$ cat src/rtl/cic_ch_sched_pkg.sv
// Shared types and constants for the CIC channel scheduler.
package cic_ch_sched_pkg;

    localparam int unsigned CH_IDX_W = 4;
    localparam logic [15:0] CFG_DEFAULT_WORD = 16'h0007;

    typedef enum logic [1:0] {
        ST_RUN   = 2'd0,
        ST_DRAIN = 2'd1,
        ST_REQ   = 2'd2,
        ST_WAIT  = 2'd3
    } seqState_t;

endpackage

$ cat src/rtl/cic_ch_sched_arb.sv
// Round-robin arbiter: search starts at rrPtr and wraps from NUM_REQ-1 to 0.
module cic_rr_arbiter
    import cic_ch_sched_pkg::*;
#(
    parameter int unsigned NUM_REQ = 16
) (
    input  logic [NUM_REQ-1:0]  reqVec,
    input  logic [CH_IDX_W-1:0] rrPtr,
    output logic [NUM_REQ-1:0]  grantOh_c,
    output logic [CH_IDX_W-1:0] grantIdx_c,
    output logic                grantVld_c
);

    int unsigned cand;

    always_comb begin
        grantOh_c  = '0;
        grantIdx_c = '0;
        grantVld_c = 1'b0;
        cand       = 0;
        for (int unsigned k = 0; k < NUM_REQ; k++) begin
            cand = (32'(rrPtr) + k) % NUM_REQ;
            if (!grantVld_c && reqVec[cand]) begin
                grantVld_c      = 1'b1;
                grantIdx_c      = CH_IDX_W'(cand);
                grantOh_c[cand] = 1'b1;
            end
        end
    end

endmodule

$ cat src/rtl/cic_ch_sched.sv
// Per-channel holding registers feeding a round-robin scheduler, with a
// drain/request/wait sequencer that reconfigures the downstream comb.
module cic_ch_sched
    import cic_ch_sched_pkg::*;
#(
    parameter int unsigned MIDDLE_WIDTH          = 37,
    parameter int unsigned IN_WIDTH              = 16,
    parameter int unsigned CIC_MAX_CHANNELS      = 16,
    parameter int unsigned CIC_CONFIG_DATA_WIDTH = 16,
    parameter int unsigned DRAIN_CYCLES          = 16,
    parameter int unsigned CFG_TIMEOUT           = 64
) (
    input  logic                                 CLK,
    input  logic                                 nRST,
    input  logic [CIC_MAX_CHANNELS*IN_WIDTH-1:0] Ch_Data_In,
    input  logic [CIC_MAX_CHANNELS-1:0]          Ch_Data_In_Valid,
    input  logic [CIC_MAX_CHANNELS-1:0]          Ch_Enable,
    input  logic                                 Cfg_Req,
    input  logic [CIC_CONFIG_DATA_WIDTH-1:0]     Cfg_Value,
    output logic                                 Cfg_Busy,
    output logic                                 Cfg_Error,
    output logic                                 Comb_isConfig,
    output logic [CIC_CONFIG_DATA_WIDTH-1:0]     Comb_Config_Data,
    input  logic                                 Comb_isConfigACK,
    input  logic                                 Comb_isConfigDone,
    output logic [MIDDLE_WIDTH-1:0]              Data_Out,
    output logic                                 Data_Out_Valid,
    output logic [CH_IDX_W-1:0]                  Data_Out_ChIdx,
    output logic [CIC_MAX_CHANNELS-1:0]          Overrun,
    input  logic                                 Overrun_Clr
);

    localparam int unsigned EXT_W   = MIDDLE_WIDTH - IN_WIDTH;
    localparam int unsigned DRAIN_W = $clog2(DRAIN_CYCLES + 1);
    localparam int unsigned TO_W    = $clog2(CFG_TIMEOUT + 1);

    logic [IN_WIDTH-1:0]         holdData [CIC_MAX_CHANNELS];
    logic [CIC_MAX_CHANNELS-1:0] holdFull, fullNext, ovrSet;
    logic [CIC_MAX_CHANNELS-1:0] reqVec, grantOh;
    logic [CH_IDX_W-1:0]         rrPtr, grantIdx;
    logic                        grantVld;
    logic [IN_WIDTH-1:0]         grantSample;

    seqState_t          state, stateNext;
    logic [DRAIN_W-1:0] drainCnt, drainCntNext;
    logic [TO_W-1:0]    toCnt, toCntNext;
    logic               cfgLatch, cfgTimeout;

    // Only the RUN state may hand out grants.
    assign reqVec      = holdFull & Ch_Enable & {CIC_MAX_CHANNELS{state == ST_RUN}};
    assign grantSample = holdData[grantIdx];

    cic_rr_arbiter #(
        .NUM_REQ(CIC_MAX_CHANNELS)
    ) uArb (
        .reqVec    (reqVec),
        .rrPtr     (rrPtr),
        .grantOh_c (grantOh),
        .grantIdx_c(grantIdx),
        .grantVld_c(grantVld)
    );

    // Capture/overrun decision per channel; a same-cycle grant frees the slot for refill.
    always_comb begin
        fullNext = holdFull;
        ovrSet   = '0;
        for (int unsigned i = 0; i < CIC_MAX_CHANNELS; i++) begin
            if (!Ch_Enable[i]) begin
                fullNext[i] = 1'b0;
            end else if (Ch_Data_In_Valid[i]) begin
                if (holdFull[i] && !grantOh[i]) begin
                    ovrSet[i] = 1'b1;
                end else begin
                    fullNext[i] = 1'b1;
                end
            end else if (grantOh[i]) begin
                fullNext[i] = 1'b0;
            end
        end
    end

    always_ff @(posedge CLK) begin
        for (int unsigned i = 0; i < CIC_MAX_CHANNELS; i++) begin
            if (Ch_Enable[i] && Ch_Data_In_Valid[i] && (!holdFull[i] || grantOh[i])) begin
                holdData[i] <= Ch_Data_In[i*IN_WIDTH +: IN_WIDTH];
            end
        end
    end

    // Sequencer next-state logic.
    always_comb begin
        stateNext    = state;
        drainCntNext = drainCnt;
        toCntNext    = toCnt;
        cfgLatch     = 1'b0;
        cfgTimeout   = 1'b0;
        case (state)
            ST_RUN: begin
                if (Cfg_Req) begin
                    cfgLatch     = 1'b1;
                    drainCntNext = '0;
                    stateNext    = ST_DRAIN;
                end
            end
            ST_DRAIN: begin
                if (drainCnt == DRAIN_W'(DRAIN_CYCLES - 1)) begin
                    toCntNext = '0;
                    stateNext = ST_REQ;
                end else begin
                    drainCntNext = drainCnt + DRAIN_W'(1);
                end
            end
            ST_REQ: begin
                if (toCnt == TO_W'(CFG_TIMEOUT - 1)) begin
                    cfgTimeout = 1'b1;
                    stateNext  = ST_RUN;
                end else begin
                    toCntNext = toCnt + TO_W'(1);
                    if (Comb_isConfigACK) begin
                        stateNext = ST_WAIT;
                    end
                end
            end
            ST_WAIT: begin
                if (Comb_isConfigDone) begin
                    stateNext = ST_RUN;
                end else if (toCnt == TO_W'(CFG_TIMEOUT - 1)) begin
                    cfgTimeout = 1'b1;
                    stateNext  = ST_RUN;
                end else begin
                    toCntNext = toCnt + TO_W'(1);
                end
            end
            default: stateNext = ST_RUN;
        endcase
    end

    always_ff @(posedge CLK) begin
        if (!nRST) begin
            state            <= ST_RUN;
            drainCnt         <= '0;
            toCnt            <= '0;
            holdFull         <= '0;
            Overrun          <= '0;
            Cfg_Error        <= 1'b0;
            rrPtr            <= '0;
            Data_Out         <= '0;
            Data_Out_Valid   <= 1'b0;
            Data_Out_ChIdx   <= '0;
            Comb_isConfig    <= 1'b0;
            Cfg_Busy         <= 1'b0;
            Comb_Config_Data <= CIC_CONFIG_DATA_WIDTH'(CFG_DEFAULT_WORD);
        end else begin
            state          <= stateNext;
            drainCnt       <= drainCntNext;
            toCnt          <= toCntNext;
            holdFull       <= fullNext;
            Overrun        <= ovrSet | (Overrun & ~{CIC_MAX_CHANNELS{Overrun_Clr}});
            Cfg_Error      <= cfgTimeout | (Cfg_Error & ~Overrun_Clr);
            Data_Out_Valid <= grantVld;
            Comb_isConfig  <= (stateNext == ST_REQ);
            Cfg_Busy       <= (stateNext != ST_RUN);
            if (cfgLatch) begin
                Comb_Config_Data <= Cfg_Value;
            end
            if (grantVld) begin
                Data_Out       <= {{EXT_W{grantSample[IN_WIDTH-1]}}, grantSample};
                Data_Out_ChIdx <= grantIdx;
                rrPtr          <= (grantIdx == CH_IDX_W'(CIC_MAX_CHANNELS - 1)) ? '0
                                                                                : grantIdx + CH_IDX_W'(1);
            end
        end
    end

endmodule
$ cat config.mk
export PLATFORM = sky130hd
export DESIGN_NAME = cic_ch_sched
export DESIGN_NICKNAME = d
export VERILOG_FILES = /design/src/rtl/cic_ch_sched_pkg.sv /design/src/rtl/cic_ch_sched_arb.sv /design/src/rtl/cic_ch_sched.sv
export SDC_FILE = /design/constraint.sdc
export NUM_CORES = 1
export LEC_CHECK = 0
export BUFFER_PORTS_ARGS = -buffer_cell sky130_fd_sc_hd__buf_2
export CAP_MARGIN = 20
export CORE_ASPECT_RATIO = 0.9
export CORE_UTILIZATION = 55
export DETAILED_ROUTE_END_ITERATION = 10
export PLACE_DENSITY = 0.83
export SLEW_MARGIN = 20
export SYNTH_ARGS = -nofsm -noshare
export SYNTH_HDL_FRONTEND = slang
export SYNTH_SLANG_ARGS = --single-unit
$ cat constraint.sdc
create_clock -name CLK -period 8.3 [get_ports CLK]
set_input_delay 1.66 -clock CLK [delete_from_list [all_inputs] [get_ports CLK]]
set_output_delay 1.66 -clock CLK [all_outputs]
set_load 0.01 [all_outputs]
==> flow_metrics.py <==
metrics = {
    "run_status": {
        "status": "completed",
    },
    "synthesis": {
        "synth-edff-count": 256,
        "postSynthCellCount": 1651,
        "yosysUniqueCellTypes": 99,
        "syn-cell-area_um2": 18200,
        "avgSynthCellArea_um2": 11.0,
        "synth_top_cell_area_share_pct": 42.2,
        "yosysSeqAreaShare_pct": 52.0,
        "synth_top_area_cell": "edfxtp_1",
        "yosys-top-cells-area": "edfxtp_1 42%, dfxtp_1 9.9%, mux2i_1 7.6%",
        "synthArstFlopShare_pct": 0,
        "synthesis.nets": 1978,
        "ys.flop_type": "edfxtp_1",
        "synth-seq-cells": 346,
        "synth_warnings": 0,
    },
    "global_routing": {
        "antenna_found_initial": 16,
        "grt_usage_pct": 41.8,
        "grt_pass1_vias": 16100,
        "grt_pass1_wl_um": 105000,
        "grt_max_degree": 76,
        "grt-ovfl-total": 0,
    },
    "flow_run": {
        "maxCapViolCount": 0,
    },
    "setup_path": {
        "reg2reg_from": "rrPtr[0]",
        "r2r_cells": 17,
        "crit_arrival_ns": 7.24,
        "max_stage_delay_ns": 0.84,
        "worstReg2RegEnd": "Data_Out[1]",
        "r2r_setup_slack_ns": 1.50,
        "crit_family": "simple AND/OR/NAND/NOR gates",
        "endpoint_kind": "flop",
        "cp_data_required_time_ns": 8.75,
        "path_max_fanout": 16,
        "path_cells": "inv_1 -> ha_1 -> or4b_4 -> o22ai_1 -> nor2_1 -> mux4_2 -> nand4_4 -> nor3_4 -> nand3_1 -> o221ai_1 -> o31a_1 -> a21oi_4 -> buf_4 -> nand2_1 -> nor3_4 -> a21oi_1 -> nand3_1",
        "crit_path_start": "rrPtr[0]",
        "critical_path.slowest_cell": "ha_1",
        "cp-start-kind": "flop",
        "crit_type": "flop to flop",
        "worstPathBufferInverterCount": 2,
    },
    "detailed_routing": {
        "first_pass_iters": 6,
        "drt-initial-drc-count": 2223,
        "via_count": 16700,
        "drc": 0,
        "avgViaCountPerCell": 6.73,
        "wl_um": 72700,
        "antenna_left": 0,
        "avgRoutedWirePerCell_um": 29.3,
    },
    "power": {
        "power_density_nw_per_um2": 449,
        "ir_drop_mv": 0.427,
        "p_leak_uw": 0.00846,
    },
    "sta": {
        "final.setup.tns_ns": 0,
        "maxSlewHeadroom_pct": 19.5,
        "max_freq_mhz": 147,
        "worst_slew_pin_slew_ns": 1.20,
        "rsz0062_at_grt": "no",
        "period_needed_ns": 6.80,
        "drv_slew": 0,
        "finalHoldViolCount": 0,
        "fin_skew_ns": 0.0204,
        "fin_crit_sh_pct": 81.9,
        "final-setup-viol-count": 0,
    },
    "hold_path": {
        "hp-class": "flop to flop",
        "min_from": "Comb_Config_Data[7]",
        "min_path_cells": 2,
        "holdPathEnd": "Comb_Config_Data[7]",
    },
    "clock_network": {
        "insertion_delay_ns": 0.53,
        "clock_path_buffers": 3,
        "clk_pin_slew_ns": 0.06,
        "cts_buffers": 34,
        "cts_root_buf": "clkbuf_16",
        "cts_resized": 0,
        "clock-sinks": 346,
        "post_cts_buffers": 0,
        "tritoncts": "yes",
        "cts-htree-levels": 2,
        "hold_buffers": 0,
    },
    "final_layout": {
        "finalNetCount": 2349,
        "syn_to_final_growth_pct": 18.7,
        "final_layout_size_suffix_gt1_share_pct": 27.7,
        "fin_area_um2": 21600,
    },
    "placed_design": {
        "dp_hpwl_um": 54500,
        "placed_cell_area_um2": 20600,
        "port_buffers": 386,
        "gp_congestion": 1.04,
    },
    "floorplanning": {
        "io_pins": 387,
        "start_util_pct": 56.5,
        "die_w_um": 194,
        "rows": 62,
        "die_area_um2": 33900,
        "coreArea_um2": 32300,
        "die_y_um": 175,
    },
}
==> area by class of cell <==
class | count | area (µm²)
Inverter | 20 | 75.1
Clock buffer | 51 | 996
Antenna cell | 14 | 35.0
Sequential cell | 346 | 9490
Clock inverter | 10 | 57.6
Tap cell | 416 | 520
Timing Repair Buffer | 455 | 2500
Fill cell | 2405 | 10600
Multi-Input combinational cell | 1165 | 7970
==> registers in the layout (all words and copies together) (netlist names), 5 cells and up <==
name and cells:
holdData 256, Comb_Config_Data 16, Data_Out 16, Overrun 16
holdFull 16, toCnt 7, drainCnt 5
==> metrics by stage <==
step,instances,setup slack (ns),utilization (%),hold slack [ns],total power [µW]
global placement,2402,1.55,63.7,0.445,7950
finish,2477,1.50,67.1,0.464,9710
floorplan,1651,2.55,-,0.476,6350
CTS,2463,1.87,67.0,0.467,9490
global route,2475,1.52,67.0,0.489,10000
detailed placement,2402,1.53,63.7,0.457,7990
==> metal layers <==
layer | vias to the layer above | wire length, µm | track usage (%)
li1 | 7065 | - | -
met2 | 1457 | 31800 | 63.8
met3 | 269 | 10400 | 13.3
met5 | - | 55 | 0
met1 | 7867 | 26800 | 54.6
met4 | 8 | 3590 | 19.0
==> cells by family after synthesis <==
logic type | after synthesis | synth area share, %
AND/OR/NAND/NOR | 588 | 16.3
multiplexers | 151 | 8.87
buffers and inverters | 140 | 4.49
adder cells (fa/ha/maj) | 17 | 1.17
AO/OA/AOI/OAI | 389 | 16.2
flip-flops | 346 | 52.0
XOR/XNOR | 20 | 0.961
==> worst register-to-register path, cell delays in order (launching register included) <==
cell	delay [ns]
dfxtp_1	0.65
inv_1	0.29
ha_1	0.84
or4b_4	0.59
o22ai_1	0.28
nor2_1	0.21
mux4_2	0.62
nand4_4	0.22
nor3_4	0.13
nand3_1	0.54
o221ai_1	0.20
o31a_1	0.35
a21oi_4	0.13
buf_4	0.19
nand2_1	0.11
nor3_4	0.78
a21oi_1	0.41
nand3_1	0.20
==> worst max-delay path by stage <==
stage | endpoint | cells past startpoint
after floorplan | holdData[1][0] | 13
after global placement | Data_Out[1] | 17
after detailed placement | Data_Out[1] | 15
after CTS | Data_Out[1] | 16
after global routing | Data_Out[1] | 16
final | Data_Out[1] | 17
==> where the power goes <==
part / switching [µW] / internal [µW] / total, µW / leakage (µW)
Clock: 645 / 834 / 1480 / 0.000527
Sequential: 92.5 / 2030 / 2120 / 0.00313
Combinational: 3940 / 2170 / 6120 / 0.00481
==> cells in the mapped netlist (all sizes together) (39+ instances only) <==
master / n
edfxtp: 256
nor2b: 46
dfxtp: 90
nand2: 191
a21oi: 58
nand3: 39
buf: 73
mux2i: 138
o21ai: 39
clkbuf: 47
o22ai: 50
nor2: 151
==> cells in the final DEF, fill, tap and decap left out, drive strengths merged, types with 17 or more instances in the layout <==
master	n
clkbuf	51
nor2	151
ha	17
mux2i	138
o221ai	18
a21boi	20
buf	455
a21oi	58
nand3	39
a211oi	23
a221oi	18
nand4	21
nor2b	46
o22ai	50
edfxtp	256
nor3	36
a32oi	20
inv	22
nand2	191
dfxtp	90
o21ai	39
Note: power is estimated with default switching activity, not from simulation.
